--- config.mk ---
export PLATFORM = sky130hd
export DESIGN_NAME = fifo_read_ctrl
export DESIGN_NICKNAME = d
export VERILOG_FILES = /design/src/rtl/fifo_pkg.sv /design/src/rtl/fifo_out_skid.sv /design/src/rtl/fifo_read_ctrl.sv
export SDC_FILE = /design/constraint.sdc
export NUM_CORES = 1
export LEC_CHECK = 0
export BUFFER_PORTS_ARGS = -buffer_cell sky130_fd_sc_hd__clkbuf_2
export CORE_ASPECT_RATIO = 1.25
export CORE_UTILIZATION = 53
export CTS_BUF_LIST = sky130_fd_sc_hd__clkbuf_16
export CTS_CLUSTER_DIAMETER = 150
export DETAILED_ROUTE_END_ITERATION = 8
export PLACE_DENSITY_LB_ADDON = 0.15
export SLEW_MARGIN = 5
export SYNTH_ARGS = -nofsm -noshare
export SYNTH_HDL_FRONTEND = slang
export SYNTH_SLANG_ARGS = --single-unit
--- constraint.sdc ---
create_clock -name clk -period 3.3 [get_ports clk]
set_input_delay 0.66 -clock clk [delete_from_list [all_inputs] [get_ports clk]]
set_output_delay 0.66 -clock clk [all_outputs]
set_load 0.02 [all_outputs]
--- src/rtl/fifo_pkg.sv ---
// Shared FIFO definitions: pointer/data width defaults and pointer types.
// The read controller and the empty comparator must agree on these.
package fifo_pkg;

  localparam int FIFO_SIZE   = 4;
  localparam int FIFO_DATA_W = 8;

  typedef logic [FIFO_SIZE-1:0] ptr_t;
  typedef logic [FIFO_SIZE-2:0] addr_t;

endpackage

--- src/rtl/fifo_out_skid.sv ---
// Two-entry FIFO-ordered output buffer.
// Accepts one word per cycle and presents the oldest word on a valid/ready port.
module fifo_out_skid
  import fifo_pkg::*;
#(
  parameter int DATA_W = FIFO_DATA_W
) (
  input  logic              clk,
  input  logic              rst,
  input  logic              wr_en,
  input  logic [DATA_W-1:0] wr_data,
  input  logic              rd_ready,
  output logic [DATA_W-1:0] dout,
  output logic              dout_valid,
  output logic              pop,
  output logic [1:0]        count
);

  logic [DATA_W-1:0] head_q, head_d;
  logic [DATA_W-1:0] tail_q, tail_d;
  logic [1:0]        cnt_q, cnt_d;
  logic              vld_q;

  // A ready with nothing valid is ignored.
  assign pop        = vld_q & rd_ready;
  assign dout       = head_q;
  assign dout_valid = vld_q;
  assign count      = cnt_q;

  always_comb begin
    head_d = head_q;
    tail_d = tail_q;
    cnt_d  = cnt_q;
    unique case ({wr_en, pop})
      2'b01: begin
        head_d = tail_q;
        cnt_d  = cnt_q - 2'd1;
      end
      2'b10: begin
        if (cnt_q == 2'd0) head_d = wr_data;
        else               tail_d = wr_data;
        cnt_d = cnt_q + 2'd1;
      end
      2'b11: begin
        // Replace-in-place keeps the stream bubble-free at count 1.
        if (cnt_q == 2'd1) begin
          head_d = wr_data;
        end else begin
          head_d = tail_q;
          tail_d = wr_data;
        end
      end
      default: ;
    endcase
  end

  always_ff @(posedge clk) begin
    if (rst) begin
      head_q <= '0;
      tail_q <= '0;
      cnt_q  <= 2'd0;
      vld_q  <= 1'b0;
    end else begin
      assert (!(wr_en && cnt_q == 2'd2));
      head_q <= head_d;
      tail_q <= tail_d;
      cnt_q  <= cnt_d;
      vld_q  <= (cnt_d != 2'd0);
    end
  end

endmodule

--- src/rtl/fifo_read_ctrl.sv ---
// FIFO read-side controller: owns the read pointer, issues memory reads and
// feeds returned words into a 2-entry output buffer at up to one word per cycle.
module fifo_read_ctrl
  import fifo_pkg::*;
#(
  parameter int SIZE   = FIFO_SIZE,
  parameter int DATA_W = FIFO_DATA_W
) (
  input  logic              clk,
  input  logic              rst,
  input  logic              e_flag,
  output logic [SIZE-1:0]   r_pointer,
  output logic              rd_en,
  output logic [SIZE-2:0]   rd_addr,
  input  logic [DATA_W-1:0] mem_rdata,
  output logic [DATA_W-1:0] dout,
  output logic              dout_valid,
  input  logic              rd_ready
);

  logic [SIZE-1:0] ptr_q;
  logic            inflight_q;
  logic            pop;
  logic [1:0]      count;
  logic [2:0]      credit;

  // Buffer slots already spoken for; the in-flight read always lands next cycle.
  assign credit = {1'b0, count} + {2'b00, inflight_q} - {2'b00, pop};
  assign rd_en  = !rst && !e_flag && (credit < 3'd2);

  assign r_pointer = ptr_q;
  assign rd_addr   = ptr_q[SIZE-2:0];

  always_ff @(posedge clk) begin
    if (rst) begin
      ptr_q      <= '0;
      inflight_q <= 1'b0;
    end else begin
      if (rd_en) ptr_q <= ptr_q + {{(SIZE-1){1'b0}}, 1'b1};
      inflight_q <= rd_en;
    end
  end

  fifo_out_skid #(
    .DATA_W (DATA_W)
  ) u_skid (
    .clk        (clk),
    .rst        (rst),
    .wr_en      (inflight_q),
    .wr_data    (mem_rdata),
    .rd_ready   (rd_ready),
    .dout       (dout),
    .dout_valid (dout_valid),
    .pop        (pop),
    .count      (count)
  );

endmodule

==> impl_metrics.toml <==
[power_and_ir_drop]
leakage_nw = 0.632
pwr_density_cell_nw_per_um2 = 938
peakVddDrop_uv = 539

[timing]
slew_headroom_pct = 62.3
worst_pin_slew_ns = 0.566
drv_slew = 0
hold_viol = 0
fin_crit_sh_pct = 91.5
rsz0062_at_grt = "no"
finalSetupViolCount = 0
period_needed_ns = 3.02
fin_skew_ns = 0.00218
max_freq_ghz = 0.331
tns_ns = 0

[synth]
synth_edf_count = 0
synth_area_per_cell_sq_um = 9.59
yosysWarnings = 0
async_flop_share_pct = 0
synth_nets = 158
synth.distinct_cells = 34
ys_ff_latch = 24
syn-cell-area_sq_um = 1360
ys.flop_type = "dfxtp_1"
yosysSeqAreaShare_pct = 35.3
synthCells = 142

[clock_network]
root_buffer = "clkbuf_16"
clk_latency_ns = 0.26
numCtsBuffers = 3
h-tree-depth = 1
cts_hold_buf = 0
clock_sinks = 24
cts_buffer_depth = 2
postCtsSetupRepairBufs = 0
cts.clk_slew.worst_paths_ns = 0.06
cts_tree = "built"
cts-resized-gates = 0

[job]
max_cap_viol_count = 0

[final_layout]
drive_above_1_share_pct = 23.5
nets = 179
diodes = 0
nFillCells = 218
final_cell_mix = "clkbuf_2 (28), dfxtp_1 (24), or2b_1 (16)"
final_common_cell = "clkbuf_2"
syn_to_final_growth_pct = 14.7
fin_util_pct = 64.3

[detailed_routing]
avgViaCountPerCell = 5.72
wl_microns = 2780
drcViolationCount = 0
drt_iter0_drc = 58
detail_route.wl_per_cell_microns = 14.3
drtPass1Iterations = 4
antenna_left = 0
num_vias = 1116

[global_route]
grt.met3_usage_pct = 5.52
gr-max-usage-layer = "met2"
grt_overflow = 0
antenna_found_initial = 0
track_usage_pct = 22.8
grt_pass1_vias = 1013
grt_pass1_wl_microns = 4500
grt_max_degree = 34
met2_usage_pct = 36.0
grt_util_met1_pct = 28.5

[placement]
io_buffers = 28
hpwl_microns = 1880
place.gp.congestion = 0.807

[worst_setup_path]
startpoint_type = "flip-flop"
cp_max_fo = 12
r2r_end = "r_pointer[3]"
path_class = "flip-flop to output port"
rr_worst_depth = 7
r2r_slack_ns = 0.86
cp.arrival_ns = 2.36
endpoint_kind = "output port"
required_ns = 2.64
reg2reg_from = "u_skid.dout_valid"

[status]
outcome = "complete, no violations"

[die]
die_y_microns = 58.7
initial_utilization_pct = 56.1
io_pins = 29
coreArea_sq_um = 2430
die-area_sq_um = 2780
row_count = 20
dieWidth_microns = 47.3

[min_path]
worstHoldPathCells = 1
min_to = "r_pointer[3]"
holdCritPathClass = "flip-flop to flip-flop"
min-delay-start = "r_pointer[3]"
-- Yosys cell counts, types with 2 or more instances --
library cell	count	area share, %
a21oi_1	5	1.8
mux2i_1	10	7.4
nand2_1	3	0.83
buf_4	4	2.2
nand3_1	4	1.5
buf_2	2	0.74
xnor2_1	2	1.3
ha_1	3	2.8
clkbuf_1	4	1.1
and3b_1	3	1.9
or2b_1	16	8.8
buf_6	4	3.3
o21ai_0	2	0.74
nand2b_1	2	0.92
inv_1	2	0.55
nor2_1	13	3.6
nor4b_1	8	5.1
dfxtp_1	24	35
nor4_1	8	3.7
a211oi_1	9	5.0
-- through the flow --
step	hold slack, ns	setup WS [ns]	cells	cell area (sq um)	power (mW)
detailed placement	0.470	0.392	191	1460	1.12
CTS	0.480	0.274	195	1560	1.47
global placement	0.448	0.432	191	1460	1.09
finish	0.471	0.279	195	1560	1.46
global route	0.492	0.0935	195	1560	1.56
floorplan	0.520	0.150	142	1360	0.990
-- state kept, by name, summed over array words and instances (netlist names) --
name / flops
inflight_q: 1
u_skid.dout: 8
u_skid.dout_valid: 1
r_pointer: 4
u_skid.count: 2
u_skid.tail_q: 8
-- power by group --
group / total [mW] / switching [mW] / internal (mW)
Clock: 0.346 / 0.105 / 0.241
Sequential: 0.457 / 0.0831 / 0.373
Combinational: 0.662 / 0.385 / 0.277
-- worst max path at each step --
stage | to | slack, ns | start | cells past startpoint
5_1_grt | rd_en | 0.09 | u_skid.dout_valid | 7
6_report | rd_en | 0.28 | u_skid.dout_valid | 7
2_1_floorplan | rd_en | 0.15 | rd_ready | 8
4_1_cts | rd_en | 0.27 | u_skid.dout_valid | 7
3_5_place_dp | rd_en | 0.39 | rd_ready | 8
3_3_place_gp | rd_en | 0.43 | rd_ready | 8
-- critical path, cell delays in order (launching register included) --
cell and delay, ns:
dfxtp_1 0.54, nand2_1 0.17, xnor2_1 0.16, nand2_1 0.08, fa_1 0.48, or3b_4 0.41
nor2_1 0.10, clkbuf_2 0.17
-- metal layers --
layer | vias to the layer above | part of all wire, %
met2 | 39 | 50
met5 | - | 0
li1 | 548 | -
met1 | 524 | 44
met4 | 0 | 1.6
met3 | 5 | 4.6
-- cell type report --
class                           instances  area [sq um]  area share, %
Timing Repair Buffer                   31           163           10.4
Inverter                                2          7.51          0.481
Sequential cell                        24           480           30.8
Tap cell                               33          41.3           2.64
Clock inverter                          1          30.0           1.92
Clock buffer                            3          75.1           4.81
Multi-Input combinational cell        101           764           49.0
-- cell families after synthesis --
kind of cell | share of synthesized area [%]
AOI/OAI and AO/OA | 10.3
xor gates and xnor gates | 3.58
adders and majority gates | 4.23
buffers and inverters | 8.55
DFF | 35.3
muxes | 9.01
and+or+nand+nor | 29.0
Note: power is estimated with default switching activity, not from simulation.
